## src/rtl/pipeline_pkg.sv

```systemverilog
// Shared pipeline definitions for the hazard controller: register width, FSM encoding
// and per-rule stall lengths.
package pipeline_pkg;

  localparam int unsigned REG_ADDR_W = 5;

  typedef enum logic {
    StRun  = 1'b0,
    StWait = 1'b1
  } hz_state_e;

  localparam int unsigned LOAD_USE_STALL    = 1;
  localparam int unsigned BR_ALU_EX_STALL   = 1;
  localparam int unsigned BR_LOAD_EX_STALL  = 2;
  localparam int unsigned BR_LOAD_MEM_STALL = 1;

  function automatic int unsigned max_u(input int unsigned a, input int unsigned b);
    return (a > b) ? a : b;
  endfunction

endpackage

```

## src/rtl/hazard_match.sv

```systemverilog
// Compares one destination specifier against the ID-stage rs/rt; register 0 never matches.
module hazard_match
  import pipeline_pkg::*;
#(
  parameter int unsigned Width = REG_ADDR_W
) (
  input  logic [Width-1:0] rd_i,
  input  logic [Width-1:0] rs_i,
  input  logic [Width-1:0] rt_i,
  input  logic             uses_rt_i,
  output logic             match_o
);

  always_comb begin
    match_o = (rd_i != '0) && ((rd_i == rs_i) || (uses_rt_i && (rd_i == rt_i)));
  end

endmodule

```

## src/rtl/hazard_controller.sv

```systemverilog
// Stall/flush sequencer and ID-stage forwarding select for the 5-stage MIPS pipeline.
// Optional saturating perf counters are enabled with HAZARD_PERF_CNT_EN.
module hazard_controller
  import pipeline_pkg::*;
#(
  parameter int unsigned REG_ADDR_W = pipeline_pkg::REG_ADDR_W,
  parameter int unsigned MAX_STALL  = 2
) (
  input  logic                  clock,
  input  logic                  reset,
  input  logic [REG_ADDR_W-1:0] id_rs,
  input  logic [REG_ADDR_W-1:0] id_rt,
  input  logic                  id_uses_rt,
  input  logic                  id_is_branch,
  input  logic                  id_is_jump,
  input  logic                  id_branch_taken,
  input  logic                  ex_reg_write,
  input  logic                  ex_mem_read,
  input  logic [REG_ADDR_W-1:0] ex_rd,
  input  logic                  mem_reg_write,
  input  logic                  mem_mem_read,
  input  logic [REG_ADDR_W-1:0] mem_rd,
  output logic                  pc_hold,
  output logic                  if_id_hold,
  output logic                  id_ex_flush,
  output logic                  if_flush,
  output logic                  fwd_a_id,
  output logic                  fwd_b_id,
  output logic                  stalling
`ifdef HAZARD_PERF_CNT_EN
  ,
  output logic [31:0]           stall_cycles,
  output logic [31:0]           flush_cycles
`endif
);

  localparam int unsigned CntW = $clog2(MAX_STALL + 1);

  logic ex_hit, mem_hit;

  hazard_match #(
    .Width(REG_ADDR_W)
  ) u_match_ex (
    .rd_i     (ex_rd),
    .rs_i     (id_rs),
    .rt_i     (id_rt),
    .uses_rt_i(id_uses_rt),
    .match_o  (ex_hit)
  );

  hazard_match #(
    .Width(REG_ADDR_W)
  ) u_match_mem (
    .rd_i     (mem_rd),
    .rs_i     (id_rs),
    .rt_i     (id_rt),
    .uses_rt_i(id_uses_rt),
    .match_o  (mem_hit)
  );

  int unsigned     need_raw;
  logic [CntW-1:0] need;

  always_comb begin
    need_raw = 0;
    if (ex_mem_read && ex_hit) begin
      need_raw = max_u(need_raw, LOAD_USE_STALL);
    end
    if (id_is_branch && ex_reg_write && !ex_mem_read && ex_hit) begin
      need_raw = max_u(need_raw, BR_ALU_EX_STALL);
    end
    if (id_is_branch && ex_mem_read && ex_hit) begin
      need_raw = max_u(need_raw, BR_LOAD_EX_STALL);
    end
    if (id_is_branch && mem_mem_read && mem_hit) begin
      need_raw = max_u(need_raw, BR_LOAD_MEM_STALL);
    end
    need = CntW'((need_raw > MAX_STALL) ? MAX_STALL : need_raw);
  end

  hz_state_e       state_q, state_d;
  logic [CntW-1:0] cnt_q, cnt_d;
  logic            stall;

  // cnt holds the stall cycles still owed after the current WAIT cycle plus one.
  always_comb begin
    state_d = state_q;
    cnt_d   = cnt_q;
    stall   = 1'b0;
    unique case (state_q)
      StRun: begin
        if (need != '0) begin
          stall = 1'b1;
          if (need > CntW'(1)) begin
            cnt_d   = need - CntW'(1);
            state_d = StWait;
          end
        end
      end
      StWait: begin
        stall = 1'b1;
        cnt_d = cnt_q - CntW'(1);
        if (cnt_q == CntW'(1)) begin
          state_d = StRun;
        end
      end
    endcase
  end

  always_ff @(posedge clock) begin
    if (reset) begin
      state_q <= StRun;
      cnt_q   <= '0;
    end else begin
      state_q <= state_d;
      cnt_q   <= cnt_d;
    end
  end

  always_comb begin
    pc_hold     = 1'b0;
    if_id_hold  = 1'b0;
    id_ex_flush = 1'b0;
    if_flush    = 1'b0;
    fwd_a_id    = 1'b0;
    fwd_b_id    = 1'b0;
    stalling    = 1'b0;
    if (!reset) begin
      pc_hold     = stall;
      if_id_hold  = stall;
      id_ex_flush = stall;
      stalling    = stall;
      // A pending redirect waits until the stall drains so it is squashed exactly once.
      if_flush    = !stall && (id_is_jump || (id_is_branch && id_branch_taken));
      fwd_a_id    = mem_reg_write && !mem_mem_read && (mem_rd != '0) && (mem_rd == id_rs);
      fwd_b_id    = mem_reg_write && !mem_mem_read && (mem_rd != '0) && id_uses_rt &&
                    (mem_rd == id_rt);
    end
  end

`ifdef HAZARD_PERF_CNT_EN
  logic [31:0] stall_cycles_q, stall_cycles_d;
  logic [31:0] flush_cycles_q, flush_cycles_d;

  always_comb begin
    stall_cycles_d = stall_cycles_q;
    flush_cycles_d = flush_cycles_q;
    if (stalling && (stall_cycles_q != 32'hFFFF_FFFF)) begin
      stall_cycles_d = stall_cycles_q + 32'd1;
    end
    if (if_flush && (flush_cycles_q != 32'hFFFF_FFFF)) begin
      flush_cycles_d = flush_cycles_q + 32'd1;
    end
  end

  always_ff @(posedge clock) begin
    if (reset) begin
      stall_cycles_q <= '0;
      flush_cycles_q <= '0;
    end else begin
      stall_cycles_q <= stall_cycles_d;
      flush_cycles_q <= flush_cycles_d;
    end
  end

  assign stall_cycles = stall_cycles_q;
  assign flush_cycles = flush_cycles_q;
`endif

endmodule

```

## config.mk

```make
export PLATFORM = sky130hd
export DESIGN_NAME = hazard_controller
export DESIGN_NICKNAME = d
export VERILOG_FILES = /design/src/rtl/pipeline_pkg.sv /design/src/rtl/hazard_match.sv /design/src/rtl/hazard_controller.sv
export SDC_FILE = /design/constraint.sdc
export NUM_CORES = 1
export LEC_CHECK = 0
export ABC_AREA = 1
export BUFFER_PORTS_ARGS = -buffer_cell sky130_fd_sc_hd__buf_2
export CAP_MARGIN = 20
export CORE_MARGIN = 3
export CORE_UTILIZATION = 35
export CTS_CLUSTER_SIZE = 30
export DETAILED_ROUTE_END_ITERATION = 7
export GPL_TIMING_DRIVEN = 0
export PLACE_DENSITY = 0.7
export SLEW_MARGIN = 20
export SYNTH_ARGS = -nofsm -noshare
export SYNTH_HDL_FRONTEND = slang
export SYNTH_SLANG_ARGS = --single-unit
```

## constraint.sdc

```tcl
create_clock -name clock -period 0.8 [get_ports clock]
set_clock_uncertainty 0.05 [all_clocks]
set_input_delay 0 -clock clock [delete_from_list [all_inputs] [get_ports clock]]
set_output_delay 0 -clock clock [all_outputs]
set_load 0.01 [all_outputs]
```

==> run metrics <==
status finished with violations; failing checks setup timing; GR Util met3 0%; Slew HR 87.7%; area of the multi-input gates 534 sq um; drc violations 0; final slew viol count 0; GR Util All Layers 19.6%; CTS Buf Count 3; Max stage delay cell, worst path xor2_1; via count 915; HP Class input pin to register; Worst-path clk slew 0.04 ns; post-route setup TNS -2.45 ns; IO buf count 36; crit-path cells buf_8, xor2_1, nor2_1, nand3_2, nand2_2, nand3_2, nand3_2, nand2_1, inv_2, buf_6, buf_6; WHS Path Cells 4; Final Hold Viols 0; HPWL Detailed 1440 microns; gpl congestion 0.821; Final Setup Violations 10; largest net degree at the start of global routing 6; Fillers 109; WP depth 11; Syn Area/Cell 4.90 sq um; core area 1560 sq um; Final WS setup -0.377 ns; RSZ-0062 raised after global routing true; sequential area share after synthesis 10.1%; # IOs 37; Slew @ Worst Pin 0.184 ns; Area after DPL 798 sq um; vias in the first global route 797; M2 GR Usage 39.6%; fin nets 207; crit path capture type output pin; clock sink count 3; Longest Clk Path Bufs 2; CTS tree yes; cell repeated most along the worst path nand3_2; H-tree levels 1; synthesized net count 152; Die Height 47.2 microns; DRT Pass-1 Iters 4; kind of critical path input pin to output pin; post-synth top area share 27.8%; Critical Path RT 0.75 ns; Initial Util 38.0%; chip width 47.2 microns; antenna violations before repair 0; Synth cell types 18; leak pwr 0.671 nW; share of layout cells above drive strength 1 57.1%; antenna-violating nets left 0; reg2reg setup slack -0.09 ns; ant diodes 0; first-pass GRT wire length 3110 microns; clock latency on the worst-skew pair 0.22 ns; Yosys top cell by area nand2_1; Initial DRC Count 12; Arr. time, crit path 1.13 ns; cell family with most CP delay simple AND/OR/NAND/NOR gates; crit path launch type input pin; Post-Route WL 2290 microns; Place WS -0.412 ns; Tmin final 1.18 ns; CTS root buf clkbuf_4; Critical Path Fanout Max 4; # rows 14; Worst Path Buf+Inv 4; max_cap viols 0; reg2reg path depth 4; CP endpoint pc_hold; die area 2220 sq um; WL/cell 12.0 microns; CP peak stage delay 0.15 ns; Max Clock Freq 849 MHz; area grow syn2layout 107%; gr busiest metal met2; total gr overflow 0; synthesis-stage register bit count 3; WHS 0.0219 ns; post-route clock period utilization 147%; Critical Path Start id_rs[2]; Synth Cell Area 593 sq um; Yosys Warn Count 0; Via density 4.79; Pwr Density 758 nW/um^2; dominant cells by area after synthesis nand2_1, inv_1, dfxtp_1; Worst IR Drop VDD 0.000578 V; post-route cell area 1220 sq um; grt met1 use 20.9%; register area 62.6 sq um; reg-to-reg startpoint cnt_q[1]; Reg-to-Reg End cnt_q[1]; Mapped Cells 121
==> state kept, by name, indices dropped and copies added (netlist names) <==
signal   flops
state_q      1
cnt_q        2
==> power by group <==
| part | internal, mW | switching (mW) | leakage, nW |
|---|---|---|---|
| sequential | 0.156 | 0.00540 | 0.0253 |
| clock | 0.186 | 0.0677 | 0.0150 |
| combinational | 0.272 | 0.241 | 0.631 |
==> synth_stat cells (all sizes together) <==
| cell | instances |
|---|---|
| dfxtp | 3 |
| nor3 | 2 |
| xor2 | 2 |
| nor2 | 14 |
| o21ai | 4 |
| inv | 24 |
| or2 | 1 |
| nand3b | 1 |
| nand3 | 11 |
| ha | 1 |
| a21oi | 7 |
| nand2 | 46 |
| xnor2 | 2 |
| buf | 3 |
==> tightest hold or removal path: cells and delay by family <==
family                 cells  cell delay, ns
buffers and inverters      2            0.15
AOI/OAI and AO/OA          2            0.10
==> how the worst min path moves through the flow <==
| stage | start | endpoint |
|---|---|---|
| 2_1_floorplan | reset | cnt_q[1] |
| 3_3_place_gp | reset | cnt_q[1] |
| 3_5_place_dp | reset | cnt_q[1] |
| 4_1_cts | reset | state_q |
| 5_1_grt | reset | cnt_q[0] |
| 6_report | reset | cnt_q[0] |
==> per-stage QoR <==
step / total power, mW / util [%] / std cells
3_3_place_gp: 0.468 / 51.2 / 173
3_5_place_dp: 0.478 / 51.2 / 173
4_1_cts: 0.879 / 71.7 / 190
5_1_grt: 0.996 / 78.6 / 191
6_report: 0.928 / 78.6 / 191
2_1_floorplan: 0.333 / - / 121
==> layer usage <==
layer	vias up	part of all wire, %
li1	478	-
met1	409	38
met2	26	59
met3	2	2.7
met4	0	0.83
met5	-	0
==> cell usage in the layout, fill, tap and decap left out, types with 2 or more instances in the layout <==
master / netlist / layout
nor2_2: 0 / 2
inv_4: 0 / 5
buf_8: 0 / 4
nand2_1: 44 / 33
clkbuf_4: 0 / 3
buf_4: 3 / 10
a21oi_1: 6 / 3
nand3_1: 10 / 4
buf_2: 0 / 15
buf_6: 0 / 23
nor2_1: 14 / 12
xnor2_1: 2 / 2
inv_1: 22 / 11
inv_2: 2 / 8
nand2_2: 2 / 12
a21oi_2: 1 / 4
o21ai_1: 0 / 2
nand3_2: 1 / 6
xor2_1: 2 / 2
dfxtp_2: 0 / 2
==> what timing repair did <==
| item | CTS | global route |
|---|---|---|
| endpoints found under the setup margin | 9 | 10 |
| resized for setup | 53 | 29 |
| setup buffers | 15 | 3 |
| hold buffers | 1 | 0 |
| endpoints found under the hold margin | 1 | 0 |
| pin swaps | 29 | 21 |
==> layout make-up <==
type | instances | area share (%)
Buffer | 3 | 2.76
Timing Repair Buffer | 50 | 36.4
Multi-Input combinational cell | 91 | 43.6
Clock buffer | 4 | 2.15
Sequential cell | 3 | 5.11
Inverter | 24 | 8.38
Tap cell | 16 | 1.63
==> cell families after synthesis <==
group,share of synthesized area (%)
AOI/OAI and AO/OA,9.92
xor gates and xnor gates,5.91
adders and majority gates,2.11
buffers and inverters,19.0
DFF,10.1
and+or+nand+nor,53.0
Note: power is estimated with default switching activity, not from simulation.
